<file path="config.mk">
export PLATFORM = sky130hd
export DESIGN_NAME = bcd_stopwatch
export DESIGN_NICKNAME = d
export VERILOG_FILES = /design/src/rtl/bcd_stopwatch.sv
export SDC_FILE = /design/constraint.sdc
export NUM_CORES = 1
export LEC_CHECK = 0
export CAP_MARGIN = 10
export CORE_MARGIN = 2
export CORE_UTILIZATION = 29
export DETAILED_ROUTE_END_ITERATION = 10
export PLACE_DENSITY_LB_ADDON = 0.05
export SLEW_MARGIN = 20
export SYNTH_ARGS = -nofsm -noshare
export SYNTH_HDL_FRONTEND = slang
export SYNTH_SLANG_ARGS = --single-unit
</file>
<file path="constraint.sdc">
create_clock -name CLK -period 3.2 [get_ports CLK]
set_input_delay 0.64 -clock CLK [delete_from_list [all_inputs] [get_ports CLK]]
set_output_delay 0.64 -clock CLK [all_outputs]
set_load 0.005 [all_outputs]
</file>
<file path="src/rtl/bcd_stopwatch.sv">
`default_nettype none
// ----------------------------------------------------------------------------
// bcd_stopwatch : 6-digit BCD MM:SS.cc stopwatch, debounced SS/LAP/CLR buttons
// Revision      : 1.0
// ----------------------------------------------------------------------------
module bcd_stopwatch #(
  parameter int CLK_DIV_CS = 100000,
  parameter int SCAN_DIV   = 2500,
  parameter int DB_CYCLES  = 200000
) (
  input  logic       CLK,
  input  logic       RESET_N,
  input  logic       BTN_SS,
  input  logic       BTN_LAP,
  input  logic       BTN_CLR,
  output logic       ENABLE,
  output logic [3:0] L1,
  output logic [3:0] L2,
  output logic [3:0] L3,
  output logic [3:0] L4,
  output logic [3:0] L5,
  output logic [3:0] L6,
  output logic       RUNNING,
  output logic       OVF
);

  localparam int CS_W = (CLK_DIV_CS > 1) ? $clog2(CLK_DIV_CS) : 1;
  localparam int SC_W = (SCAN_DIV   > 1) ? $clog2(SCAN_DIV)   : 1;
  localparam int DB_W = (DB_CYCLES  > 1) ? $clog2(DB_CYCLES)  : 1;
  // Per-digit terminal values, packed like the count: {m10,m1,s10,s1,c10,c1}
  localparam logic [23:0] DIGIT_MAX = 24'h595999;

  typedef enum logic [1:0] {
    S_IDLE = 2'd0,
    S_RUN  = 2'd1,
    S_LAP  = 2'd2,
    S_STOP = 2'd3
  } state_t;

  state_t          state;
  state_t          state_nxt;
  logic [2:0]      btn_raw;
  logic [2:0]      rise;
  logic            ev_ss;
  logic            ev_lap;
  logic            ev_clr;
  logic            clear;
  logic            running;
  logic            tick;
  logic            carry;
  logic            wrap;
  logic [CS_W-1:0] cs_cnt;
  logic [SC_W-1:0] scan_cnt;
  logic [23:0]     cnt;
  logic [23:0]     cnt_nxt;
  logic [23:0]     shown;

  assign btn_raw = {BTN_CLR, BTN_LAP, BTN_SS};

  for (genvar i = 0; i < 3; i++) begin : g_btn
    logic            s1;
    logic            s2;
    logic            lvl;
    logic [DB_W-1:0] db_cnt;
    logic            accept;

    // db_cnt counts consecutive samples that disagree with the accepted level
    assign accept  = (s2 != lvl) && (db_cnt == DB_W'(DB_CYCLES - 1));
    assign rise[i] = accept & s2;

    always_ff @(posedge CLK or negedge RESET_N) begin
      if (!RESET_N) begin
        s1     <= 1'b0;
        s2     <= 1'b0;
        lvl    <= 1'b0;
        db_cnt <= '0;
      end else begin
        s1 <= btn_raw[i];
        s2 <= s1;
        if (s2 == lvl) begin
          db_cnt <= '0;
        end else if (accept) begin
          lvl    <= s2;
          db_cnt <= '0;
        end else begin
          db_cnt <= db_cnt + 1'b1;
        end
      end
    end
  end

  assign ev_clr = rise[2];
  assign ev_ss  = rise[0] & ~rise[2];
  assign ev_lap = rise[1] & ~rise[0] & ~rise[2];

  always_ff @(posedge CLK or negedge RESET_N) begin
    if (!RESET_N) state <= S_IDLE;
    else          state <= state_nxt;
  end

  always_comb begin
    state_nxt = state;
    clear     = 1'b0;
    case (state)
      S_IDLE: if (ev_ss) state_nxt = S_RUN;
      S_RUN: begin
        if (ev_ss)       state_nxt = S_STOP;
        else if (ev_lap) state_nxt = S_LAP;
      end
      S_LAP: begin
        if (ev_ss)       state_nxt = S_STOP;
        else if (ev_lap) state_nxt = S_RUN;
      end
      S_STOP: begin
        if (ev_clr) begin
          state_nxt = S_IDLE;
          clear     = 1'b1;
        end else if (ev_ss) begin
          state_nxt = S_RUN;
        end
      end
      default: state_nxt = S_IDLE;
    endcase
  end

  assign running = (state == S_RUN) || (state == S_LAP);
  assign tick    = running && (cs_cnt == CS_W'(CLK_DIV_CS - 1));
  assign RUNNING = running;

  // Prescaler holds its partial period while stopped
  always_ff @(posedge CLK or negedge RESET_N) begin
    if (!RESET_N)     cs_cnt <= '0;
    else if (clear)   cs_cnt <= '0;
    else if (tick)    cs_cnt <= '0;
    else if (running) cs_cnt <= cs_cnt + 1'b1;
  end

  always_comb begin
    cnt_nxt = cnt;
    carry   = tick;
    for (int i = 0; i < 6; i++) begin
      if (carry) begin
        if (cnt[4*i +: 4] == DIGIT_MAX[4*i +: 4]) begin
          cnt_nxt[4*i +: 4] = 4'd0;
        end else begin
          cnt_nxt[4*i +: 4] = cnt[4*i +: 4] + 4'd1;
          carry             = 1'b0;
        end
      end
    end
    wrap = carry;
  end

  always_ff @(posedge CLK or negedge RESET_N) begin
    if (!RESET_N) begin
      cnt <= '0;
      OVF <= 1'b0;
    end else if (clear) begin
      cnt <= '0;
      OVF <= 1'b0;
    end else begin
      cnt <= cnt_nxt;
      if (wrap) OVF <= 1'b1;
    end
  end

  always_ff @(posedge CLK or negedge RESET_N) begin
    if (!RESET_N)            shown <= '0;
    else if (state != S_LAP) shown <= cnt;
  end

  assign L1 = shown[3:0];
  assign L2 = shown[7:4];
  assign L3 = shown[11:8];
  assign L4 = shown[15:12];
  assign L5 = shown[19:16];
  assign L6 = shown[23:20];

  always_ff @(posedge CLK or negedge RESET_N) begin
    if (!RESET_N) begin
      scan_cnt <= '0;
      ENABLE   <= 1'b0;
    end else if (scan_cnt == SC_W'(SCAN_DIV - 1)) begin
      scan_cnt <= '0;
      ENABLE   <= 1'b1;
    end else begin
      scan_cnt <= scan_cnt + 1'b1;
      ENABLE   <= 1'b0;
    end
  end

endmodule
`default_nettype wire

</file>
==> results of run 1 <==
-- power groups by stage --
| stage | clock, mW | sequential (mW) | combinational (mW) |
|---|---|---|---|
| after floorplan | 0 | 1.88 | 0.0225 |
| after CTS | 2.05 | 1.85 | 0.0778 |
| after detailed placement | 0 | 1.88 | 0.0776 |
| after global placement | 0 | 1.88 | 0.0764 |
| after global routing | 2.14 | 1.85 | 0.0856 |
| final | 1.98 | 1.85 | 0.0722 |
-- layer usage --
layer / part of all wire, % / wire length [um]
met1: 49 / 7330
met2: 47 / 6990
met3: 2.6 / 387
met4: 1.1 / 170
met5: 0 / 0
-- sequential cells by signal, summed over array words and instances, names as in the netlist --
signal	count
g_btn.s1	3
g_btn.db_cnt	54
OVF	1
state	2
g_btn.lvl	3
shown	24
cs_cnt	17
scan_cnt	12
g_btn.s2	3
cnt	24
ENABLE	1
-- critical path: cells and delay by family (launching register included) --
kind	cells	cell delay (ns)
AO/OA/AOI/OAI	1	0.15
adder cells (fa/ha/maj)	1	0.31
buffers and inverters	1	0.09
flip-flops	1	0.39
AND/OR/NAND/NOR	4	1.56
-- cell families (layout without fill, tap and decap cells) --
kind of cell,Yosys count,count (layout),synth area share (%)
flops,144,144,52.1
simple gates,319,319,24.6
compound gates,73,73,5.83
fa+ha+maj,21,21,3.80
mux,19,19,3.08
buf+inv,38,88,2.10
xor+xnor,67,67,8.49
-- placed cells by master (no fill, tap or decap), types with 3 or more instances in the layout --
cell | netlist | layout
nor2_1 | 85 | 85
ha_1 | 21 | 21
nand4_1 | 25 | 25
dfrtp_1 | 144 | 144
and4_1 | 6 | 6
inv_6 | 0 | 4
nor4b_1 | 4 | 4
nand2b_1 | 3 | 3
xnor2_1 | 28 | 28
or3_1 | 24 | 24
nor3_1 | 5 | 5
nor4_1 | 6 | 6
clkbuf_16 | 0 | 17
nand3_1 | 46 | 46
nor4bb_1 | 3 | 3
or4_1 | 4 | 4
mux2_2 | 18 | 18
nand2_1 | 58 | 58
buf_4 | 0 | 7
clkinvlp_4 | 0 | 5
and3b_1 | 6 | 6
and3_1 | 17 | 17
a31oi_1 | 5 | 5
o31ai_1 | 3 | 3
and2_1 | 9 | 9
inv_1 | 17 | 17
nor2b_1 | 4 | 4
a21oi_1 | 31 | 31
clkdlybuf4s50_1 | 0 | 30
o21ai_0 | 28 | 28
xor2_1 | 39 | 39
-- worst paths after layout --
check	start	end	slack [ns]	cells after the start
min reg2reg	g_btn[2].s1$_DFF_PN0_	g_btn[2].s2$_DFF_PN0_	0.35	0
max in group asynchronous	RESET_N	cnt[14]$_DFFE_PN0P_	2.19	2
max reg2reg	state[0]$_DFFE_PN0P_	cnt[15]$_DFFE_PN0P_	0.60	7
min	RESET_N	scan_cnt[9]$_DFF_PN0_	0.21	1
min in group CLK	g_btn[2].s1$_DFF_PN0_	g_btn[2].s2$_DFF_PN0_	0.35	0
max	state[0]$_DFFE_PN0P_	cnt[15]$_DFFE_PN0P_	0.60	7
-- cell type report --
type                    count  area (um^2)
multi-input cells         499         3170
clock buffers              17          425
well taps                 319          399
flip-flops and latches    144         3600
clock inverters            15          160
repair buffers             39          384
inverters                  17         63.8
fillers                  2340        15300
-- cells in the mapped netlist (all sizes together), types with 6 or more instances --
cell	n	area share (%)
clkbuf	19	1.0
ha	21	3.8
a21oi	31	2.2
mux2	18	2.9
o21ai	28	2.0
xnor2	28	3.5
nand3	46	3.3
xor2	39	4.9
nand4	25	2.3
nand2	59	3.2
and2	9	0.81
dfrtp	144	52
nor2	85	4.6
and3	17	1.5
nor4	7	0.85
and4	6	0.76
and3b	6	0.76
inv	17	0.92
or3	24	2.2
-- stage by stage --
| step | setup slack (ns) | total power [mW] | hold WS (ns) |
|---|---|---|---|
| after floorplan | 0.719 | 1.90 | 0.331 |
| after global placement | 0.666 | 1.96 | 0.335 |
| after detailed placement | 0.606 | 1.96 | 0.336 |
| after CTS | 0.577 | 3.98 | 0.226 |
| after global routing | 0.412 | 4.07 | 0.245 |
| final | 0.605 | 3.90 | 0.208 |
==> summary.txt, run 1 <==
Global routing
  • Grt met3 use: 2.83%
  • GR Util met2: 20.7%
  • Grt peak-use layer: met2
  • Vias in the first global route: 5121
  • Antenna violations before repair: 0
  • Largest net degree at the start of global routing: 64
  • GR Util met1: 17.6%
  • Aggregate global-route resource usage: 13.0%
  • Remaining Overflow, GRT: 0
  • Global-route wire length before repair: 25.8 mm

Power and ir drop
  • Static leakage: 3.51 nW
  • Switching fraction of total power: 22.9%
  • Seq pwr share: 47.3%
  • NetSw: 0.894 mW
  • P_int: 3.01 mW
  • Worst VDD drop: 268 uV
  • Clk pwr share: 50.8%
  • Gate power share: 1.8%
  • PwrDens: 476 mW/mm^2

Layout
  • # diodes: 0
  • Final instance area: 0.00820 mm^2
  • Share of layout cells above drive strength 1: 8.76%
  • Utilization after layout: 34.9%
  • Final #Nets: 744
  • Final non-filler cell total: 1050
  • Layout area overhead: 18.6%

Min path
  • Min-Delay Path Class: in2async

CTS
  • Clock transition at path regs: 0.06 ns
  • Worst-Skew Late Latency: 0.42 ns
  • Post-CTS Setup Bufs: 0
  • Clk buf depth: 2
  • CTS Root Cell: clkbuf_16
  • CTS Hold Buffers Added: 0
  • Htree depth: 4
  • Cts repair resizes: 0
  • CTS buffer count: 17
  • CTS Sinks: 144
  • CTS tree: yes

Timing
  • Setup TNS: 0 ns
  • Final Max Slew Viols: 0
  • Relative slew slack: 44.8%
  • Final setup fails: 0
  • RSZ-0062 raised after global routing: no
  • Tightest Pin Transition: 0.821 ns
  • Period utilisation layout: 81.1%
  • Max Clk Rate: 385 MHz
  • Min Tclk post-route: 2.60 ns
  • Fin Clk Skew: 0.0134 ns
  • Final Hold Vio Count: 0

Synth
  • Post-synth cell types: 46
  • Mapped Cells: 681
  • Top FF cell, synth: dfrtp_1
  • Cell Area, Synth: 0.00692 mm^2
  • Yosys reg bits: 144
  • Yosys warns: 0
  • Post-synth EDFFs: 0
  • Mapped Avg Cell Area: 10.2 um^2
  • Async set-reset flop share out of synthesis: 100%
  • Seq/Total Area, Yosys: 52.1%
  • Net Count, Synth: 707

Die
  • Site row count: 56
  • Die height: 158 um
  • Initial cell density of the core: 29.5%
  • Die X: 158 um
  • Core area: 0.0235 mm^2
  • Die area: 0.0251 mm^2
  • # IOs: 32

Status
  • Status: finished, final reports clean

Routing
  • Vias: 4952
  • Drt first-iter violations: 253
  • DR WL/cell: 14.2 um
  • Drt total wl: 14.9 mm
  • Initial DRT Pass Iterations: 4
  • DR vias/cell: 4.72
  • DRC Markers: 0
  • Final ANT Viol Nets: 0

Placed design
  • HPWL Detailed: 10.2 mm
  • Gp weighted congestion: 0.803
  • Placed cell area: 0.00762 mm^2
  • PortBufs: 31
  • Placed insts: 1018

Critical path
  • Crit path DAT: 2.93 ns
  • CP startpoint kind: flip-flop
  • CP cell instances: inv_1 > ha_1 > and3_1 > and3_1 > nand3_1 > or4_1 > a21oi_1
  • CP endpoint kind: flip-flop
  • Crit-path slowest cell: or4_1
  • Critical path class: reg2reg
  • Crit path top cell by count: and3_1
  • CP max stage delay: 0.55 ns
  • CP Data Required Time: 3.54 ns
  • Critical Path Fanout Max: 11

Job
  • Total of max-cap violations: 0
Note: power is estimated with default switching activity, not from simulation.
==> run 2, diff against run 1 <==
- clock period: 3.2 -> 2.7 ns (I/O delays scaled with it)
==> run 2 against run 1 <==
- total power rose by 22%
- setup slack got worse by 0.34 ns
- first-iteration DRC count shrank 28%
- critical path type is now reg2out
- register-to-register slack worse by 0.24 ns
- global-route usage decreased by 0.062 points
- clock power is 26% higher
- hold slack got worse by 0.094 ns
- final cell count up 0.86%
==> summary.txt, run 2 (same netlist as run 1, synthesis figures left out) <==
Layout
  • Share of layout cells above drive strength 1: 9.86% (was 8.76%)
  • # diodes: 0 (unchanged)
  • Top reg by flops: g_btn.db_cnt (unchanged)
  • Most frequent cells in the layout: dfrtp_1 (144), nor2_1 (85), nand2_1 (58), nand3_1 (46), xor2_1 (39) (unchanged)
  • Layout area overhead: 20.3% (was 18.6%)
  • Final #Nets: 753 (was 744)
  • Final instance area: 0.00832 mm^2 (was 0.00820 mm^2)
  • Most common cell after layout, fill and taps aside: dfrtp_1 (unchanged)
  • Max reg flops: 54 (unchanged)
  • Top flop regs: g_btn.db_cnt x54, cnt x24, shown x24 (unchanged)

Timing
  • Final Hold Vio Count: 0 (unchanged)
  • Hold slack: 0.114 ns (was 0.208 ns)
  • Setup TNS: 0 ns (unchanged)
  • Relative slew slack: 52.4% (was 44.8%)
  • Max Clk Rate: 411 MHz
  • Period utilisation layout: 90.2%
  • RSZ-0062 raised after global routing: no (unchanged)
  • Min Tclk post-route: 2.44 ns
  • Fin Clk Skew: 0.00977 ns (was 0.0134 ns)
  • Final setup fails: 0 (unchanged)
  • Final Max Slew Viols: 0 (unchanged)
  • Tightest Pin Transition: 0.708 ns (was 0.821 ns)

Global routing
  • Antenna violations before repair: 0 (unchanged)
  • Largest net degree at the start of global routing: 60 (was 64)
  • Vias in the first global route: 5039 (was 5121)
  • GR Util met1: 17.3% (was 17.6%)
  • Global-route wire length before repair: 25.5 mm (was 25.8 mm)
  • Grt peak-use layer: met2 (unchanged)
  • Grt met3 use: 3.35% (was 2.83%)
  • Remaining Overflow, GRT: 0 (unchanged)
  • GR Util met2: 20.5% (was 20.7%)
  • Aggregate global-route resource usage: 13.0% (about the same)

Critical path
  • Crit path DAT: 1.90 ns (was 2.93 ns)
  • CP Data Required Time: 2.16 ns (was 3.54 ns)
  • CP startpoint kind: flip-flop (unchanged)
  • Critical path class: reg2out (was reg2reg)
  • Worst r2r src: g_btn[2].db_cnt[13]$_DFF_PN0_ (was state[0]$_DFFE_PN0P_)
  • Worst reg2reg path endpoint: cs_cnt[14]$_DFFE_PN0P_ (was cnt[15]$_DFFE_PN0P_)
  • Cells on worst reg2reg path: 6 (was 7)
  • R2R setup slack: 0.36 ns (was 0.60 ns)
  • CP endpoint kind: primary output (was flip-flop)
  • Critical Path Fanout Max: 9 (was 11)

Placed design
  • Placed cell area: 0.00770 mm^2 (was 0.00762 mm^2)
  • Gp weighted congestion: 0.800 (was 0.803)
  • HPWL Detailed: 10.3 mm (was 10.2 mm)
  • PortBufs: 31 (unchanged)

Routing
  • DR vias/cell: 4.75 (was 4.72)
  • Final ANT Viol Nets: 0 (unchanged)
  • Drt first-iter violations: 181 (was 253)
  • Vias: 5034 (was 4952)
  • Drt total wl: 15.1 mm (was 14.9 mm)
  • DR WL/cell: 14.2 um (about the same)
  • Initial DRT Pass Iterations: 4 (unchanged)
  • DRC Markers: 0 (unchanged)

Die
  • Core area: 0.0235 mm^2 (unchanged)
  • Die height: 158 um (unchanged)
  • Die X: 158 um (unchanged)
  • Die area: 0.0251 mm^2 (unchanged)
  • # IOs: 32 (unchanged)
  • Site row count: 56 (unchanged)
  • Initial cell density of the core: 29.5% (unchanged)

Min path
  • Min-Delay Path Class: in2async (unchanged)

CTS
  • CTS Sinks: 144 (unchanged)
  • Post-CTS Setup Bufs: 0 (unchanged)
  • CTS tree: yes (unchanged)
  • Clk buf depth: 2 (unchanged)
  • CTS buffer count: 17 (unchanged)
  • CTS Root Cell: clkbuf_16 (unchanged)
  • Cts repair resizes: 0 (unchanged)
  • Worst-Skew Late Latency: 0.42 ns (about the same)
  • CTS Hold Buffers Added: 0 (unchanged)
  • Clock transition at path regs: 0.06 ns (about the same)
  • Htree depth: 4 (unchanged)

Status
  • Status: finished, final reports clean (unchanged)

Power and ir drop
  • PwrDens: 573 mW/mm^2 (was 476 mW/mm^2)
  • Worst VDD drop: 343 uV (was 268 uV)
  • Static leakage: 3.58 nW (was 3.51 nW)

Job
  • Total of max-cap violations: 0 (unchanged)
[run 2: report_power, final]
part           leakage, nW  total, mW  switching [mW]  internal, mW
Clock                0.296       2.49           0.939          1.55
Combinational         1.31     0.0888          0.0647        0.0240
Sequential            1.98       2.19          0.0150          2.17
[run 2: worst max-delay path by stage]
stage | endpoint | start | depth (start not counted) | slack (ns)
after CTS | cnt[15]$_DFFE_PN0P_ | state[0]$_DFFE_PN0P_ | 7 | 0.18
after global placement | cnt[15]$_DFFE_PN0P_ | state[0]$_DFFE_PN0P_ | 7 | 0.27
after floorplan | cnt[3]$_DFFE_PN0P_ | state[0]$_DFFE_PN0P_ | 9 | 0.22
after global routing | RUNNING | state[0]$_DFFE_PN0P_ | 4 | 0.12
after detailed placement | cnt[15]$_DFFE_PN0P_ | state[0]$_DFFE_PN0P_ | 7 | 0.20
final | RUNNING | state[0]$_DFFE_PN0P_ | 4 | 0.26
[run 2: layout make-up]
type                            instances  area [um^2]
Fill cell                            2351        15200
Sequential cell                       144         3600
Multi-Input combinational cell        499         3170
Timing Repair Buffer                   48          464
Clock buffer                           18          429
Tap cell                              319          399
Clock inverter                         14          189
Inverter                               17         63.8
[run 2: stage by stage]
| step | utilization, % | instances | power (mW) | worst slack (ns) |
|---|---|---|---|---|
| floorplan | - | 681 | 2.25 | 0.219 |
| global placement | 32.8 | 1027 | 2.32 | 0.270 |
| detailed placement | 32.8 | 1027 | 2.32 | 0.199 |
| CTS | 35.4 | 1059 | 4.85 | 0.181 |
| global route | 35.4 | 1059 | 4.97 | 0.122 |
| finish | 35.4 | 1059 | 4.76 | 0.265 |
[run 2: worst max-delay path, stage by stage, from the launching register on]
cell and delay (ns):
dfrtp_1 0.39, inv_1 0.10, ha_1 0.30, buf_4 0.18, clkdlybuf4s50_1 0.52
[run 2: routing by layer]
layer,vias up,wire [um]
li1,2481,-
met1,2493,7520
met2,54,7040
met3,6,391
met4,0,127
met5,-,0
